### config.mk
export PLATFORM = sky130hd
export DESIGN_NAME = fifo_ctrl
export DESIGN_NICKNAME = d
export VERILOG_FILES = /design/src/rtl/fifo_ctrl.sv
export SDC_FILE = /design/constraint.sdc
export NUM_CORES = 1
export LEC_CHECK = 0
export BUFFER_PORTS_ARGS = -buffer_cell sky130_fd_sc_hd__buf_2
export CORE_UTILIZATION = 40
export DETAILED_ROUTE_END_ITERATION = 10
export MAX_ROUTING_LAYER = met4
export PLACE_DENSITY = 0.65
export SLEW_MARGIN = 15
export SYNTH_ARGS = -nofsm -noshare
export SYNTH_HDL_FRONTEND = slang
export SYNTH_SLANG_ARGS = --single-unit
### constraint.sdc
create_clock -name clk -period 2.43 [get_ports clk]
set_input_delay 0.1215 -clock clk [delete_from_list [all_inputs] [get_ports clk]]
set_output_delay 0.1215 -clock clk [all_outputs]
set_load 0.005 [all_outputs]
### src/rtl/fifo_ctrl.sv
// Pointer/flag controller that runs a dual-port memory as a circular FIFO.
// Optional macro FIFO_CTRL_ERR_FLAGS_EN adds sticky overflow/underflow error flags.
module fifo_ctrl #(
  parameter int ADDR_WIDTH = 3,
  parameter int DEPTH      = 1 << ADDR_WIDTH,
  parameter int AF_THRESH  = 6,
  parameter int AE_THRESH  = 2
) (
  input  logic                  clk,
  input  logic                  reset,
  input  logic                  push,
  input  logic                  pop,
`ifdef FIFO_CTRL_ERR_FLAGS_EN
  input  logic                  err_clear,
  output logic                  overflow_err,
  output logic                  underflow_err,
`endif
  output logic                  mem_write,
  output logic                  mem_read,
  output logic [ADDR_WIDTH-1:0] mem_addrW,
  output logic [ADDR_WIDTH-1:0] mem_addrR,
  output logic                  data_valid,
  output logic [ADDR_WIDTH:0]   count,
  output logic                  full,
  output logic                  empty,
  output logic                  almost_full,
  output logic                  almost_empty
);

  localparam int CW = ADDR_WIDTH + 1;

  logic [ADDR_WIDTH:0] wr_q, wr_d, rd_q, rd_d, cnt_q, cnt_d;
  logic                full_q, full_d, empty_q, empty_d;
  logic                af_q, af_d, ae_q, ae_d, dv_q;
  logic                push_ok, pop_ok;

  // Gated by reset so the memory sees no strobes while reset is held.
  assign push_ok = push & ~full_q  & ~reset;
  assign pop_ok  = pop  & ~empty_q & ~reset;

  always_comb begin
    wr_d    = wr_q  + CW'(push_ok);
    rd_d    = rd_q  + CW'(pop_ok);
    cnt_d   = cnt_q + CW'(push_ok) - CW'(pop_ok);
    full_d  = (cnt_d == CW'(DEPTH));
    empty_d = (cnt_d == '0);
    af_d    = (cnt_d >= CW'(AF_THRESH));
    ae_d    = (cnt_d <= CW'(AE_THRESH));
  end

  always_ff @(posedge clk or posedge reset) begin
    if (reset) begin
      wr_q    <= '0;
      rd_q    <= '0;
      cnt_q   <= '0;
      full_q  <= 1'b0;
      empty_q <= 1'b1;
      af_q    <= 1'b0;
      ae_q    <= 1'b1;
      dv_q    <= 1'b0;
    end else begin
      wr_q    <= wr_d;
      rd_q    <= rd_d;
      cnt_q   <= cnt_d;
      full_q  <= full_d;
      empty_q <= empty_d;
      af_q    <= af_d;
      ae_q    <= ae_d;
      dv_q    <= pop_ok;
    end
  end

`ifdef FIFO_CTRL_ERR_FLAGS_EN
  logic ovf_q, ovf_d, unf_q, unf_d;

  always_comb begin
    ovf_d = (push & full_q)  | (ovf_q & ~err_clear);
    unf_d = (pop  & empty_q) | (unf_q & ~err_clear);
  end

  always_ff @(posedge clk or posedge reset) begin
    if (reset) begin
      ovf_q <= 1'b0;
      unf_q <= 1'b0;
    end else begin
      ovf_q <= ovf_d;
      unf_q <= unf_d;
    end
  end

  assign overflow_err  = ovf_q;
  assign underflow_err = unf_q;
`endif

  assign mem_write    = push_ok;
  assign mem_read     = pop_ok;
  assign mem_addrW    = wr_q[ADDR_WIDTH-1:0];
  assign mem_addrR    = rd_q[ADDR_WIDTH-1:0];
  assign data_valid   = dv_q;
  assign count        = cnt_q;
  assign full         = full_q;
  assign empty        = empty_q;
  assign almost_full  = af_q;
  assign almost_empty = ae_q;

endmodule

; After elaboration in Yosys (flattened, before gate mapping)
; Index checks and enable logic that the tools add are counted.
[word_totals]
ff_bits = 17
out_inout_bits = 17
[classes]
n_reduce_logical = 1
n_bitwise = 7
eq_ne = 1
addsub = 4
n_lt_le_gt_ge = 2
[ops]
columns = cell, n
row1 = $add A4 B1 Y4, 3
row2 = $and A1 B1 Y1, 4
row3 = $eq A4 B4 Y1 const B, 1
row4 = $ge A4 B3 Y1 const B, 1
row5 = $le A4 B2 Y1 const B, 1
row6 = $logic_not A4 Y1, 1
row7 = $sub A4 B1 Y4, 1
row8 = $not A1 Y1, 3

; Depth between registers and ports, before layout
; Gate-level depths: netlist of run 1.
[depth]
ltp_word = 6
depth_mapped = 7

; Worst setup path after synthesis of run 1
; OpenSTA, ideal clock, no wires.
[synth_path]
path_type = register to register
from = register empty_q (netlist: empty)
to = register full_q (netlist: full)
path_buffers = 0
setup_ns = 0.080
t_arrival_ns = 2.043
slack_ns = 0.307
period_less_slack_ns = 2.123
path_stages_with_launch = 8
cell_sequence = dfstp_2 > nor3b_2 > xor2_1 > ha_1 > fa_1 > xor2_1 > or3_1 > nor3_2
[synth_via]
elab_chain_cells = 5
[synth_lines]
columns = element, line_no
row1 = start: declaration, 33  ; logic full_q, full_d, empty_q, empty_d;
row2 = start signal: assignment, 66  ; empty_q <= empty_d;
row3 = $not A1 Y1, 39  ; assign pop_ok = pop & ~empty_q & ~reset;
row4 = $and A1 B1 Y1 (2 in a row), 39
row5 = via mem_read, 19  ; output logic mem_read,
row6 = $sub A4 B1 Y4, 44  ; cnt_d = cnt_q + CW'(push_ok) - CW'(pop_ok);
row7 = via cnt_d[2], 32  ; logic [ADDR_WIDTH:0] wr_q, wr_d, rd_q, rd_d, cnt_q, cnt_d;
row8 = $eq A4 B4 Y1, 45  ; full_d = (cnt_d == CW'(DEPTH));
row9 = via full_d, 33
row10 = end signal: assignment, 65  ; full_q <= full_d;
row11 = end: declaration, 33
; The timed path passes the listed nets, and every way through them passes these cells.

; Final worst setup path of run 1
[layout_path]
from = input reset
to = register full_q (netlist: full)
[layout_via]
elab_chain_cells = 5
elab_cells_between_ends = 6
cone_classes = add/sub (2) / eq/ne (1) / bitwise (3)
[layout_lines]
columns = element, line_no
row1 = start: declaration, 10  ; input logic reset,
row2 = $not A1 Y1 (*), "38, 39"
row3 = $and A1 B1 Y1, 38  ; assign push_ok = push & ~full_q & ~reset;
row4 = $add A4 B1 Y4, 44
row5 = $sub A4 B1 Y4 (*), 44
row6 = via cnt_d[1], 32
row7 = $eq A4 B4 Y1 (*), 45
row8 = via full_d, 33
; The timed path passes the listed nets; every way through them passes the cells marked *.

==> impl_metrics.tcl, run 1 <==
set metrics [dict create \
    status "finished, final reports clean" \
    syn_avg_cell_area_sq_um 13.1 \
    cts-root-buf "clkbuf_4" \
    postRouteAntennaNets 0 \
    cap_violations 0 \
    setup_violations 0 \
    numCtsBuffers 3 \
    cp.required_ns 2.63 \
    finalCritPeriodShare_pct 91.7 \
    coreArea_sq_um 1540 \
    critical_path_arrival_ns 2.43 \
    die_h_microns 42.9 \
    yosysTopAreaCellShare_pct 48.5 \
    dieWidth_microns 42.9 \
    synth_seq_cells 15 \
    drc_errors 0 \
    clock_latency_ns 0.28 \
    die_area_sq_um 1840 \
    relSlewSlack_pct 63.7 \
    io_buffer_count 20 \
    grt_pass1_wl_mm 2.17 \
    synth_fp_nets 62 \
    yosysMostFrequentCell "dfrtp_1" \
    syn_inst 51 \
    period_minus_slack_ns 2.23 \
    start_util_pct 43.5 \
    grt_usage_pct 16.9 \
    hold_viol 0 \
    ir_drop_v 0.000653 \
    layout-drive-gt1-share_pct 40.3 \
    critPathCaptureType "flop" \
    synthTopCellsByCount "dfrtp_1, ha_1, xor2_1, inv_1" \
    instances_no_fill 93 \
    wl_per_cell_microns 12.1 \
    clkSinkCount 15 \
    powerDensity_nw_per_um2 1370 \
    rr_startpoint "full$_DFF_PP0_" \
    clk_pin_slew_worst_paths_ns 0.08 \
    utilization_pct 54.1 \
    antenna_found_initial 0 \
    worstMarginPinSlew_ns 0.543 \
    dpl.cell_count 88 \
    grt_pass1_vias 484 \
    yosysTopAreaCell "dfrtp_1" \
    critPathKind "primary input to flop" \
    drt_iter0_markers 3 \
    hold_ws_ns 0.271 \
    htreeDepth 1 \
    worstSetupEndpoint "full$_DFF_PP0_" \
    routed_via_density 5.03 \
    fillers 138 \
    diodes 0 \
    routed_wl_mm 1.13 \
    place.gp.congestion 0.817 \
    grt_max_degree 16 \
    startpoint_type "primary input" \
    syn-cell-area_sq_um 671 \
    multi_input_comb_area_sq_um 282 \
    syn2layout_area_growth_pct 24.4 \
    netlist_top_cells_area "dfrtp_1, ha_1, dfstp_2" \
    dp_hpwl_microns 900 \
    worstRegToRegCells 5 \
    synth_flop_cell "dfrtp_1" \
    drv_slew 0 \
    overflow 0 \
    drtPass1Iterations 3 \
    rsz0062_at_grt "false" \
    cts_tree "done" \
    total_leakage_power_nw 0.433 \
    worstPathMaxFanout 4 \
    clockBufferDepth 2 \
    yosys_warnings 0 \
    synth_edf_count 0 \
    yosysSeqAreaShare_pct 56.3 \
    setup_tns_ns 0 \
    synth_cell_type_count 23 \
    fmax_mhz 449 \
    cts.repair.resized 0 \
    setup.worst_path.start "reset" \
    holdCritPathClass "primary input to flop" \
    async_flop_share_pct 100 \
    regArea_sq_um 378 \
    via_count 468 \
    nNetsFinal 89 \
    rr_endpoint "full$_DFF_PP0_" \
    clock_skew_ns 0.00436 \
    regToRegSetupSlack_ns 0.33 \
    boundaryPins 21 \
    core.rowCount 14 \
]
[how the worst min path moves through the flow]
stage / start / endpoint / slack, ns / cells after the start
after floorplan: reset / almost_full$_DFF_PP0_ / 0.02 / 1
after global placement: reset / wr_q[2]$_DFF_PP0_ / 0.23 / 2
after detailed placement: reset / wr_q[2]$_DFF_PP0_ / 0.22 / 2
after CTS: pop / data_valid$_DFF_PP0_ / 0.26 / 3
after global routing: pop / data_valid$_DFF_PP0_ / 0.26 / 3
final: pop / data_valid$_DFF_PP0_ / 0.27 / 3
[state kept, by name (all words and copies together) (netlist names)]
| name | flops |
|---|---|
| almost_empty | 1 |
| almost_full | 1 |
| count | 4 |
| data_valid | 1 |
| empty | 1 |
| full | 1 |
| rd_q | 3 |
| wr_q | 3 |
[cell families (layout without fill, tap and decap cells)]
family	Yosys count	in the layout	share of synthesized area, %
adder cells (fa/ha/maj)	7	7	14.2
AO/OA/AOI/OAI	7	7	6.90
AND/OR/NAND/NOR	12	12	11.8
XOR/XNOR	7	7	9.14
flip-flops	15	15	56.3
buffers and inverters	3	29	1.68
[per-layer routing]
metal / track usage [%] / up-vias / wire [microns]
met4: 5.45 / 0 / 12
met3: 8.09 / 2 / 85
met2: 25.5 / 15 / 542
met1: 19.9 / 223 / 488
met5: - / - / 0
li1: - / 228 / -
[repair_timing]
item / in CTS / in global routing
endpoints found under the hold margin: 13 / 0
hold buffers: 1 / 0
setup buffers: 0 / 0
[critical path: stages]
cell,delay (ns)
dlygate4sd3_1,0.53
buf_2,0.14
nor3b_1,0.35
ha_1,0.28
fa_1,0.47
or3_1,0.41
nor3_2,0.12
[cell usage in the layout, fill, tap and decap left out, types with 2 or more instances in the layout]
cell and n:
buf_2 20, dfrtp_1 13, xor2_1 6, ha_1 6
inv_1 3, clkbuf_4 3, nand3_1 2, a21oi_1 2
o21ai_0 2, dfstp_2 2
[report_power, final]
part	leakage (nW)	internal (W)	switching [W]
registers	0.175	0.000370	0.0000675
clock network	0.0150	0.0000637	0.0000706
logic	0.243	0.000256	0.000315
total	0.433	0.000689	0.000453
[through the flow]
step                total power [W]  area [sq um]  setup slack (ns)
detailed placement          0.00102           798             0.354
global placement            0.00101           798             0.367
floorplan                  0.000823           671             0.307
CTS                         0.00116           835             0.204
finish                      0.00114           835             0.203
global route                0.00127           835            0.0589
[layout make-up]
class | count | share of cell area [%]
multi-input combinational | 33 | 33.7
sequential | 15 | 45.3
clock buffer | 4 | 3.15
tap | 16 | 2.40
timing repair buffer | 22 | 14.1
inverter | 3 | 1.35
(Power assumes the default switching activity.)
==> inputs of run 2 (changes only) <==
Settings changed: CORE_UTILIZATION 40 to 35, PLACE_DENSITY 0.65 to unset.
==> run 2 against run 1 <==
  * Routed wire length rose by 3.3%
  * Critical path depth unchanged
  * Flip-flop and latch count unchanged
  * Via count increased by 2.1%
  * Setup slack lost 0.071 ns
  * Global-route usage is 3.5 points lower
==> impl_metrics.tcl, run 2 (same netlist as run 1, synthesis figures left out) <==
set metrics [dict create \
    holdCritPathClass "primary input to flop" \
    setup_violations 0 \
    cts_tree "done" \
    seqPwrFrac_pct 38.2 \
    clock_latency_ns 0.28 \
    worstMarginPinSlew_ns 0.537 \
    cp.required_ns 2.62 \
    status "finished, final reports clean" \
    cts-root-buf "clkbuf_4" \
    p_sw_share_pct 39.7 \
    clock_skew_ns 0.00451 \
    power_frac_clock_pct 11.9 \
    worstPathMaxFanout 4 \
    powerDensity_nw_per_um2 1350 \
    nNetsFinal 89 \
    clockBufferDepth 2 \
    instances_no_fill 102 \
    die_area_sq_um 2100 \
    dpl.cell_count 97 \
    clkSinkCount 15 \
    path_delay_family "simple AND/OR/NAND/NOR gates" \
    io_buffer_count 20 \
    dieWidth_microns 45.8 \
    grt_pass1_wl_mm 1.84 \
    final_common_cell "buf_2" \
    coreArea_sq_um 1760 \
    p_sw_w 0.000453 \
    numCtsBuffers 3 \
    p_total_w 0.00114 \
    finalCritPeriodShare_pct 94.6 \
    wl_per_cell_microns 11.4 \
    crit_buf_inv 2 \
    layout_common_cells "buf_2, dfrtp_1, xor2_1, ha_1" \
    drv_slew 0 \
    htreeDepth 1 \
    grt_usage_pct 13.3 \
    die_h_microns 45.8 \
    period_minus_slack_ns 2.30 \
    place.gp.congestion 0.760 \
    relSlewSlack_pct 64.2 \
    drtPass1Iterations 4 \
    grt_pass1_vias 444 \
    cap_violations 0 \
    internal_power_w 0.000689 \
    diodes 0 \
    cp_slowest_stage_delay_ns 0.53 \
    hold_viol 0 \
    startpoint_type "primary input" \
    boundaryPins 21 \
    p_comb_share_pct 49.8 \
    start_util_pct 38.0 \
    fmax_mhz 435 \
    overflow 0 \
    crit_slowest_cell "dlygate4sd3_1" \
    routed_wl_mm 1.17 \
    grt_max_degree 16 \
    layout-drive-gt1-share_pct 40.3 \
    utilization_pct 47.9 \
    clk_pin_slew_worst_paths_ns 0.08 \
    routed_via_density 4.69 \
    syn2layout_area_growth_pct 26.1 \
    total_leakage_power_nw 0.433 \
    via_count 478 \
    postRouteAntennaNets 0 \
    critical_path_arrival_ns 2.49 \
    rsz0062_at_grt "false" \
    largest_reg_flops 4 \
    drt_iter0_markers 6 \
    dp_hpwl_microns 932 \
    setup_tns_ns 0 \
    antenna_found_initial 0 \
    critPathKind "primary input to flop" \
    critPathCaptureType "flop" \
    ir_drop_v 0.000571 \
    core.rowCount 15 \
    drc_errors 0 \
    path_cells "dlygate4sd3_1 -> buf_2 -> nor3b_1 -> ha_1 -> fa_1 -> or3_1 -> nor3_2" \
]
## run 2: cell counts in the layout (fill, tap and decap cells not counted)
Identical to the previous run, type by type.
## run 2: power groups by stage
stage               clock network [W]  registers (W)  logic (W)
floorplan                           0       0.000454   0.000369
global route                 0.000160       0.000455   0.000647
detailed placement                  0       0.000444   0.000571
global placement                    0       0.000444   0.000564
finish                       0.000136       0.000436   0.000569
CTS                          0.000143       0.000440   0.000576
## run 2: final timing paths
check,start,end,slack (ns),cells past startpoint
worst max register to register,full$_DFF_PP0_,full$_DFF_PP0_,0.25,5
worst max-delay path,reset,full$_DFF_PP0_,0.13,7
worst min-delay path,pop,data_valid$_DFF_PP0_,0.29,3
min in group asynchronous,reset,rd_q[0]$_DFF_PP0_,0.46,3
worst min register to register,rd_q[2]$_DFF_PP0_,rd_q[2]$_DFF_PP0_,0.46,1
max in group asynchronous,reset,empty$_DFF_PP1_,1.60,3
## run 2: cell type report
| cell class | count | area, sq um |
|---|---|---|
| timing repair buffer | 22 | 118 |
| clock buffer | 4 | 26.3 |
| tap | 25 | 31.3 |
| multi-input combinational | 33 | 282 |
| fill | 170 | 918 |
| inverter | 3 | 11.3 |
| sequential | 15 | 378 |
## run 2: per-layer routing
metal  up-vias  GRT usage [%]  wire (microns)
li1        233              -               -
met1       227           15.6             538
met2        16           20.6             533
met3         2           7.54              86
met4         0           1.76               6
met5         -              -               0
## run 2: worst register-to-register path: stages (launching register included)
cell	delay, ns
dfrtp_1	0.39
nor3b_1	0.40
ha_1	0.28
fa_1	0.49
or3_1	0.42
nor3_2	0.13
## run 2: through the flow
| stage | area, sq um | worst slack, ns | hold slack (ns) |
|---|---|---|---|
| 6_report | 846 | 0.132 | 0.288 |
| 5_1_grt | 846 | 0.0580 | 0.278 |
| 4_1_cts | 846 | 0.141 | 0.283 |
| 3_5_place_dp | 810 | 0.284 | 0.231 |
| 3_3_place_gp | 810 | 0.305 | 0.238 |
| 2_1_floorplan | 671 | 0.307 | 0.0215 |
## run 2: what timing repair did
action                     CTS  global route
hold endpoints to repair    13             0
gates resized for setup      0             0
hold buffers                 1             0
buffers inserted             0             0
setup endpoints to repair    0             0
==> inputs of run 3 (changes only) <==
Settings changed: PLACE_DENSITY set to 0.55.
==> run 3 against run 2 <==
  * First-iteration DRC count is 67% lower
  * Via count is 4.2% lower
  * Flip-flop and latch count stayed put
  * Routed wire length is 1.2% lower
  * Sequential power hardly changed
  * Fmax is 3.8% higher
  * Worst hold slack worse by 0.028 ns
  * Count of clock-buffer cells in the layout stayed put
  * Final cell count is 0.98% higher
  * Critical path depth is 1 higher
  * Register-to-register slack better by 0.08 ns
  * Highest routed layer unchanged
==> impl_metrics.tcl, run 3 (same netlist as run 1, synthesis figures left out) <==
set metrics [dict create \
    worstMarginPinSlew_ns 0.552 \
    setup_tns_ns 0 \
    via_count 458 \
    grt_pass1_wl_mm 1.88 \
    core.rowCount 15 \
    dp_hpwl_microns 886 \
    wl_per_cell_microns 11.2 \
    overflow 0 \
    cp.required_ns 2.64 \
    nNetsFinal 90 \
    hold_ws_ns 0.260 \
    rsz0062_at_grt "false" \
    powerDensity_nw_per_um2 1340 \
    place.gp.congestion 0.750 \
    critPathKind "primary input to flop" \
    io_buffer_count 20 \
    diodes 0 \
    status "finished, final reports clean" \
    numCtsBuffers 3 \
    hold_viol 0 \
    relSlewSlack_pct 63.2 \
    clockBufferDepth 2 \
    final_common_cell "buf_2" \
    htreeDepth 1 \
    total_leakage_power_nw 0.438 \
    holdCritPathClass "primary input to flop" \
    grt_pass1_vias 441 \
    regArea_sq_um 378 \
    path_cells "dlygate4sd3_1 -> buf_2 -> nor3b_2 -> xor2_1 -> ha_1 -> fa_1 -> or3_1 -> nor3_2" \
    drc_errors 0 \
    largest_reg_flops 4 \
    finalCritPeriodShare_pct 91.1 \
    startpoint_type "primary input" \
    clk_pin_slew_worst_paths_ns 0.09 \
    die_area_sq_um 2100 \
    period_minus_slack_ns 2.21 \
    critPathCaptureType "flop" \
    boundaryPins 21 \
    multi_input_comb_area_sq_um 282 \
    routed_via_density 4.45 \
    crit_slowest_cell "dlygate4sd3_1" \
    critical_path_arrival_ns 2.42 \
    worstPathMaxFanout 4 \
    cts_tree "done" \
    drt_iter0_markers 2 \
    coreArea_sq_um 1760 \
    antenna_found_initial 0 \
    clkSinkCount 15 \
    cts-root-buf "clkbuf_4" \
    dpl.cell_count 98 \
    syn2layout_area_growth_pct 27.2 \
    ir_drop_v 0.000598 \
    clock_latency_ns 0.28 \
    fillers 187 \
    setup_violations 0 \
    fmax_mhz 452 \
    layout_common_cells "buf_2, dfrtp_1, xor2_1, ha_1" \
    p_total_w 0.00115 \
    dieWidth_microns 45.8 \
    layout-drive-gt1-share_pct 41.0 \
    clock_skew_ns 0.00660 \
    routed_wl_mm 1.15 \
    drtPass1Iterations 4 \
    grt_usage_pct 13.9 \
    regToRegSetupSlack_ns 0.33 \
    start_util_pct 38.0 \
    cap_violations 0 \
    utilization_pct 48.4 \
    die_h_microns 45.8 \
    crit_buf_inv 2 \
    postRouteAntennaNets 0 \
    cp_slowest_stage_delay_ns 0.53 \
    drv_slew 0 \
    grt_max_degree 16 \
    instances_no_fill 103 \
    path_delay_family "simple AND/OR/NAND/NOR gates" \
]
[run 3: worst paths after layout]
check | to | start | cells after the start
setup / recovery | full$_DFF_PP0_ | reset | 8
hold reg to reg | rd_q[2]$_DFF_PP0_ | rd_q[2]$_DFF_PP0_ | 1
min in group asynchronous | count[2]$_DFF_PP0_ | reset | 3
setup reg to reg | full$_DFF_PP0_ | empty$_DFF_PP1_ | 6
hold / removal | data_valid$_DFF_PP0_ | pop | 3
max in group asynchronous | wr_q[1]$_DFF_PP0_ | reset | 3
[run 3: power breakdown]
group / switching, W / internal (W) / total [W]
Sequential: 0.0000691 / 0.000370 / 0.000439
Combinational: 0.000307 / 0.000258 / 0.000565
Clock: 0.0000784 / 0.0000638 / 0.000142
[run 3: worst reg2reg max path, delay by kind of cell, from the launching register on]
| kind | cells | cell delay [ns] |
|---|---|---|
| simple gates | 3 | 0.75 |
| flops | 1 | 0.38 |
| fa+ha+maj | 2 | 0.71 |
| xor+xnor | 1 | 0.18 |
[run 3: cell type report]
cell class	instances	area share, %
sequential	15	44.3
inverter	3	1.32
tap	25	3.67
clock buffer	4	3.08
timing repair buffer	23	14.7
multi-input combinational	33	33.0
[run 3: through the flow]
stage | instance area, sq um | setup WS [ns]
global route | 853 | 0.0799
finish | 853 | 0.217
detailed placement | 817 | 0.364
CTS | 853 | 0.228
global placement | 817 | 0.369
floorplan | 671 | 0.307
[run 3: repair_timing]
action / in CTS / in global routing
hold buffers: 1 / 0
buffers inserted: 0 / 0
gates resized for setup: 0 / 0
endpoints found under the hold margin: 13 / 0
[run 3: per-layer routing]
layer / wire length (microns) / share of wire [%] / global-route usage (%)
met4: 42 / 3.6 / 10.6
met2: 481 / 42 / 19.1
met1: 560 / 49 / 17.3
met5: 0 / 0 / -
met3: 66 / 5.7 / 3.57
